==> config.mk <==
export PLATFORM = sky130hd
export DESIGN_NAME = led_shift_tx
export DESIGN_NICKNAME = d
export VERILOG_FILES = /design/src/rtl/led_shift_tx_pkg.sv /design/src/rtl/led_shift_tx_tick.sv /design/src/rtl/led_shift_tx.sv
export SDC_FILE = /design/constraint.sdc
export NUM_CORES = 1
export LEC_CHECK = 0
export CAP_MARGIN = 20
export CORE_MARGIN = 4
export CORE_UTILIZATION = 35
export CTS_CLUSTER_DIAMETER = 60
export DETAILED_ROUTE_END_ITERATION = 10
export PLACE_DENSITY = 0.58
export SLEW_MARGIN = 20
export SYNTH_ARGS = -nofsm -noshare
export SYNTH_HDL_FRONTEND = slang
export SYNTH_HIERARCHICAL = 1
export SYNTH_SLANG_ARGS = --single-unit
==> constraint.sdc <==
create_clock -name clk -period 3.05 [get_ports clk]
set_clock_uncertainty 0.2 [all_clocks]
set_input_delay 0.305 -clock clk [delete_from_list [all_inputs] [get_ports clk]]
set_output_delay 0.305 -clock clk [all_outputs]
set_load 0.02 [all_outputs]
==> src/rtl/led_shift_tx_pkg.sv <==
// Shared types and defaults for the LED shift transmitter.
// Optional feature macro: LED_SHIFT_TX_CHANGE_DETECT_EN.
package led_shift_tx_pkg;

  typedef enum logic [1:0] {
    IDLE  = 2'd0,
    SHIFT = 2'd1,
    LATCH = 2'd2
  } state_t;

  localparam int DEF_WIDTH   = 16;
  localparam int DEF_CLK_DIV = 4;

  function automatic int cnt_w(input int n);
    return (n > 1) ? $clog2(n) : 1;
  endfunction

endpackage

==> src/rtl/led_shift_tx_tick.sv <==
// Clock divider for led_shift_tx: one-cycle tick every CLK_DIV
// enabled clocks, restartable so each frame starts phase-aligned.
module led_shift_tx_tick
  import led_shift_tx_pkg::*;
#(
  parameter int CLK_DIV = DEF_CLK_DIV
) (
  input  logic clk,
  input  logic rst,
  input  logic en,
  input  logic restart,
  output logic tick
);

  localparam int DW = cnt_w(CLK_DIV);
  localparam logic [DW-1:0] LAST = DW'(CLK_DIV - 1);

  logic [DW-1:0] cnt;

  always_ff @(posedge clk or negedge rst) begin
    if (!rst) begin
      cnt <= '0;
    end else if (restart) begin
      cnt <= '0;
    end else if (en) begin
      cnt <= (cnt == LAST) ? '0 : cnt + 1'b1;
    end
  end

  assign tick = en && !restart && (cnt == LAST);

endmodule

==> src/rtl/led_shift_tx.sv <==
// Serial LED pattern transmitter: MSB-first shift plus latch strobe.
// Define LED_SHIFT_TX_CHANGE_DETECT_EN to auto-send on data change.
module led_shift_tx
  import led_shift_tx_pkg::*;
#(
  parameter int WIDTH   = DEF_WIDTH,
  parameter int CLK_DIV = DEF_CLK_DIV
) (
  input  logic             clk,
  input  logic             rst,
  input  logic [WIDTH-1:0] data,
  input  logic             valid,
  output logic             ready,
  output logic             sclk,
  output logic             sdata,
  output logic             latch
);

  localparam int BW = $clog2(WIDTH + 1);
  localparam logic [BW-1:0] LASTB = BW'(WIDTH - 1);

  state_t           state_q;
  state_t           state_d;
  logic [WIDTH-1:0] sreg;
  logic [BW-1:0]    bcnt;
  logic             sclk_q;
  logic             tick;
  logic             start;
  logic             accept;
  logic             last_bit;

`ifdef LED_SHIFT_TX_CHANGE_DETECT_EN
  logic [WIDTH-1:0] prev;

  assign start = (data != prev);

  always_ff @(posedge clk or negedge rst) begin
    if (!rst) begin
      prev <= '0;
    end else if (accept) begin
      prev <= data;
    end
  end
`else
  assign start = valid;
`endif

  assign accept   = (state_q == IDLE) && start;
  assign last_bit = (bcnt == LASTB);

  led_shift_tx_tick #(
    .CLK_DIV (CLK_DIV)
  ) u_tick (
    .clk     (clk),
    .rst     (rst),
    .en      (state_q != IDLE),
    .restart (accept),
    .tick    (tick)
  );

  always_ff @(posedge clk or negedge rst) begin
    if (!rst) begin
      state_q <= IDLE;
    end else begin
      state_q <= state_d;
    end
  end

  always_comb begin
    state_d = state_q;
    unique case (state_q)
      IDLE: begin
        if (start) state_d = SHIFT;
      end
      SHIFT: begin
        if (tick && sclk_q && last_bit)
          state_d = LATCH;
      end
      LATCH: begin
        if (tick) state_d = IDLE;
      end
      default: state_d = IDLE;
    endcase
  end

  // Bit 0 stays at the MSB position through LATCH.
  always_ff @(posedge clk or negedge rst) begin
    if (!rst) begin
      sreg   <= '0;
      bcnt   <= '0;
      sclk_q <= 1'b0;
    end else if (accept) begin
      sreg   <= data;
      bcnt   <= '0;
      sclk_q <= 1'b0;
    end else if (state_q == SHIFT && tick) begin
      if (!sclk_q) begin
        sclk_q <= 1'b1;
      end else begin
        sclk_q <= 1'b0;
        bcnt   <= bcnt + 1'b1;
        if (!last_bit) sreg <= sreg << 1;
      end
    end
  end

  always_comb begin
    ready = 1'b0;
    latch = 1'b0;
    sdata = 1'b0;
    unique case (1'b1)
      (state_q == IDLE): ready = 1'b1;
      (state_q == SHIFT): sdata = sreg[WIDTH-1];
      (state_q == LATCH): begin
        latch = 1'b1;
        sdata = sreg[WIDTH-1];
      end
      default: ;
    endcase
  end

  assign sclk = sclk_q;

endmodule

==> results.md <==
- CTS sink cnt: 26
- Total global routing overflow: 0
- # DRC: 0
- HPWL after DPL: roughly 1.8 mm
- Total Nets Final: between 150 and 200
- Post-CTS Hold Buffers: 0
- Post-synthesis sequential area ratio: between 40% and 50%
- Vias per cell: between 4 and 5
- Maximum VDD drop: around 300 uV
- Async set-or-reset flop fraction in the synthesized netlist: between 90% and 100%
- Port bufs: 22
- Startpoint Class: flop
- WL per Instance: 13.4 um
- Slew Viols, Final: 0
- Slew margin rel.: 75.3%
- Crit-path max FO: 7
- Post-CTS Setup Bufs: 0
- PnR worst setup slack: 0.480 ns
- Top post-synthesis cells by area: dfrtp_1 (43%), mux2_4 (23%), ha_1 (6.7%)
- Syn avg cell area: ~14 um^2
- Worst slack, placed: around 0.5 ns
- R2R Path End: sreg[3]
- Seq cells post-synth: 26
- P_leak: 0.847 nW
- Final wirelength: 2.50 mm
- First-pass GRT wire length: between 4 and 5 mm
- Clk Tree Root Cell: clkbuf_8
- Core region area: 4090 um^2
- Synth area leader: dfrtp_1
- YS warnings: 6
- Largest net degree at the start of global routing: 27
- Tightest Pin Transition: about 0.37 ns
- Reg2Reg Depth: 9
- Fin crit share: 84.3%
- Fin crit period: between 2 and 3 ns
- Hold crit path type: input pin to async pin
- DIE HEIGHT: ~73 um
- TritonCTS clock tree: built
- Flop-to-flop setup slack: 0.48 ns
- Synth Instances: 110
- Remaining antenna violation count: 0
- Final setup vio count: 0
- Max Freq: ~390 MHz
- Final Power: 1.67 mW
- Total Routing Usage GR: between 10% and 20%
- Post-synth top flop: dfrtp_1
- Non-Filler Instances: approximately 190
- Post-synth EDFFs: 0
- Die ar.: 5400 um^2
- Crit path kind: flop to flop
- Cell with the most instances after synthesis: dfrtp_1
- Clk slew on worst S/H paths: ~0.090 ns
- Iter 0 DRT Violations: 33
- CP arrival: about 2.5 ns
- Min Hold Slack: ~0.19 ns
- Pwr dens: between 900 and 1000 nW/um^2
- Syn-to-layout area delta: 22.0%
- WP data required: 3.02 ns
- Post-synth top cells: dfrtp_1 (26), mux2_4 (23), ha_1 (8), mux2_2 (8), nor2_1 (7)
- Status: complete, no violations
- Final hold vios: 0
- Max clock buf depth: 2
- I/O Pins: 23
- Worst Setup End Kind: flop
- PostCTS Resize Cnt: 0
- Layout cell share with drive strength beyond 1: roughly a third
- Area after DPL: roughly 1800 um^2
- Horiz. Die Dim: about 73 um
- R2R Path Start: state_q[0]
- Vias in the first global route: 920
- Design Area, Final: 1830 um^2
- Later-pin clock latency in the skew report: ~0.27 ns
- H-tree Lvls: 1
- DP Cell Count: roughly 180
- First-pass iteration count of the detailed router: 4
- Post-layout utilization of the core: between 40% and 50%
- Initial Utilization: 36.7%
- CTS buffer count: 3
- RSZ-0062 raised after global routing: no
- N_diodes: 0
- Row cnt: 23
- Post-synth design cell area: 1500 um^2
- Yosys top cell area share: 43.4%
- Synthesized Nets: about 140
- Fillers: 380
- Vias: 863
- Antenna violations before repair: 0
- Worst setup startpoint: state_q[0]
- CP endpoint: sreg[3]
- # Max-Cap Violations: 0
- Netlist cell types: 27
- GPL Wtd Cong: 0.740
- Setup_tns: 0 ns
[cells in the final DEF (no fill, tap or decap), types with 2 or more instances in the layout]
cell and n:
dfrtp_1 26, mux2_4 23, clkdlybuf4s50_1 22, mux2_2 8
ha_1 8, nor2_1 7, inv_1 5, nand2_1 4
buf_4 4, o21ai_0 3, xor2_1 3, clkbuf_8 3
nand3_1 2, a21oi_1 2, mux2i_1 2
[registers in the layout, indices dropped and copies added, names as in the netlist]
name,flops
sreg,16
bcnt,5
u_tick/cnt,2
sclk,1
state_q,2
[layout make-up]
type	count	area (um^2)	share of cell area (%)
Sequential cell	26	651	35.5
Clock inverter	1	30.0	1.64
Clock buffer	3	41.3	2.26
Timing Repair Buffer	26	250	13.7
Tap cell	50	62.6	3.42
Multi-Input combinational cell	75	777	42.4
Inverter	5	18.8	1.03
[power breakdown]
part	leakage (nW)	switching (mW)	internal [mW]	total (mW)
Combinational	0.482	0.304	0.512	0.816
Clock	0.0357	0.111	0.176	0.287
Sequential	0.329	0.0872	0.485	0.572
Total	0.847	0.503	1.17	1.67
[worst max-delay path, cell delays in order, from the launching register on]
cell and delay, ns:
dfrtp_1 0.41, inv_1 0.10, ha_1 0.25, inv_1 0.14, nand2_1 0.07, nor2_1 0.30, nand3_4 0.19, o21bai_4 0.27
buf_4 0.22, mux2_2 0.33
[cell families (layout without fill, tap and decap cells)]
family          count (synthesis)  after routing  share of synthesized area, %
mux                            33             33                          30.4
flops                          26             26                          43.4
simple gates                   22             22                          8.26
compound gates                  9              9                          4.75
buf+inv                         9             35                          4.84
fa+ha+maj                       8              8                          6.67
xor+xnor                        3              3                          1.75
[per-layer routing]
metal | track usage, % | share of wire [%]
met5 | 0 | 0
met4 | 3.02 | 0.40
met3 | 1.78 | 3.3
met2 | 16.5 | 50
met1 | 13.9 | 47
[worst min-delay path by stage]
stage                  start        to  slack (ns)  cells past startpoint
global route             rst      sclk        0.23                      2
global placement     sreg[3]   sreg[3]        0.29                      1
CTS                      rst   bcnt[4]        0.21                      2
detailed placement  sreg[15]  sreg[15]        0.29                      1
finish                   rst   sreg[4]        0.19                      2
floorplan                rst   bcnt[0]       -0.19                      0
(Power assumes the default switching activity.)
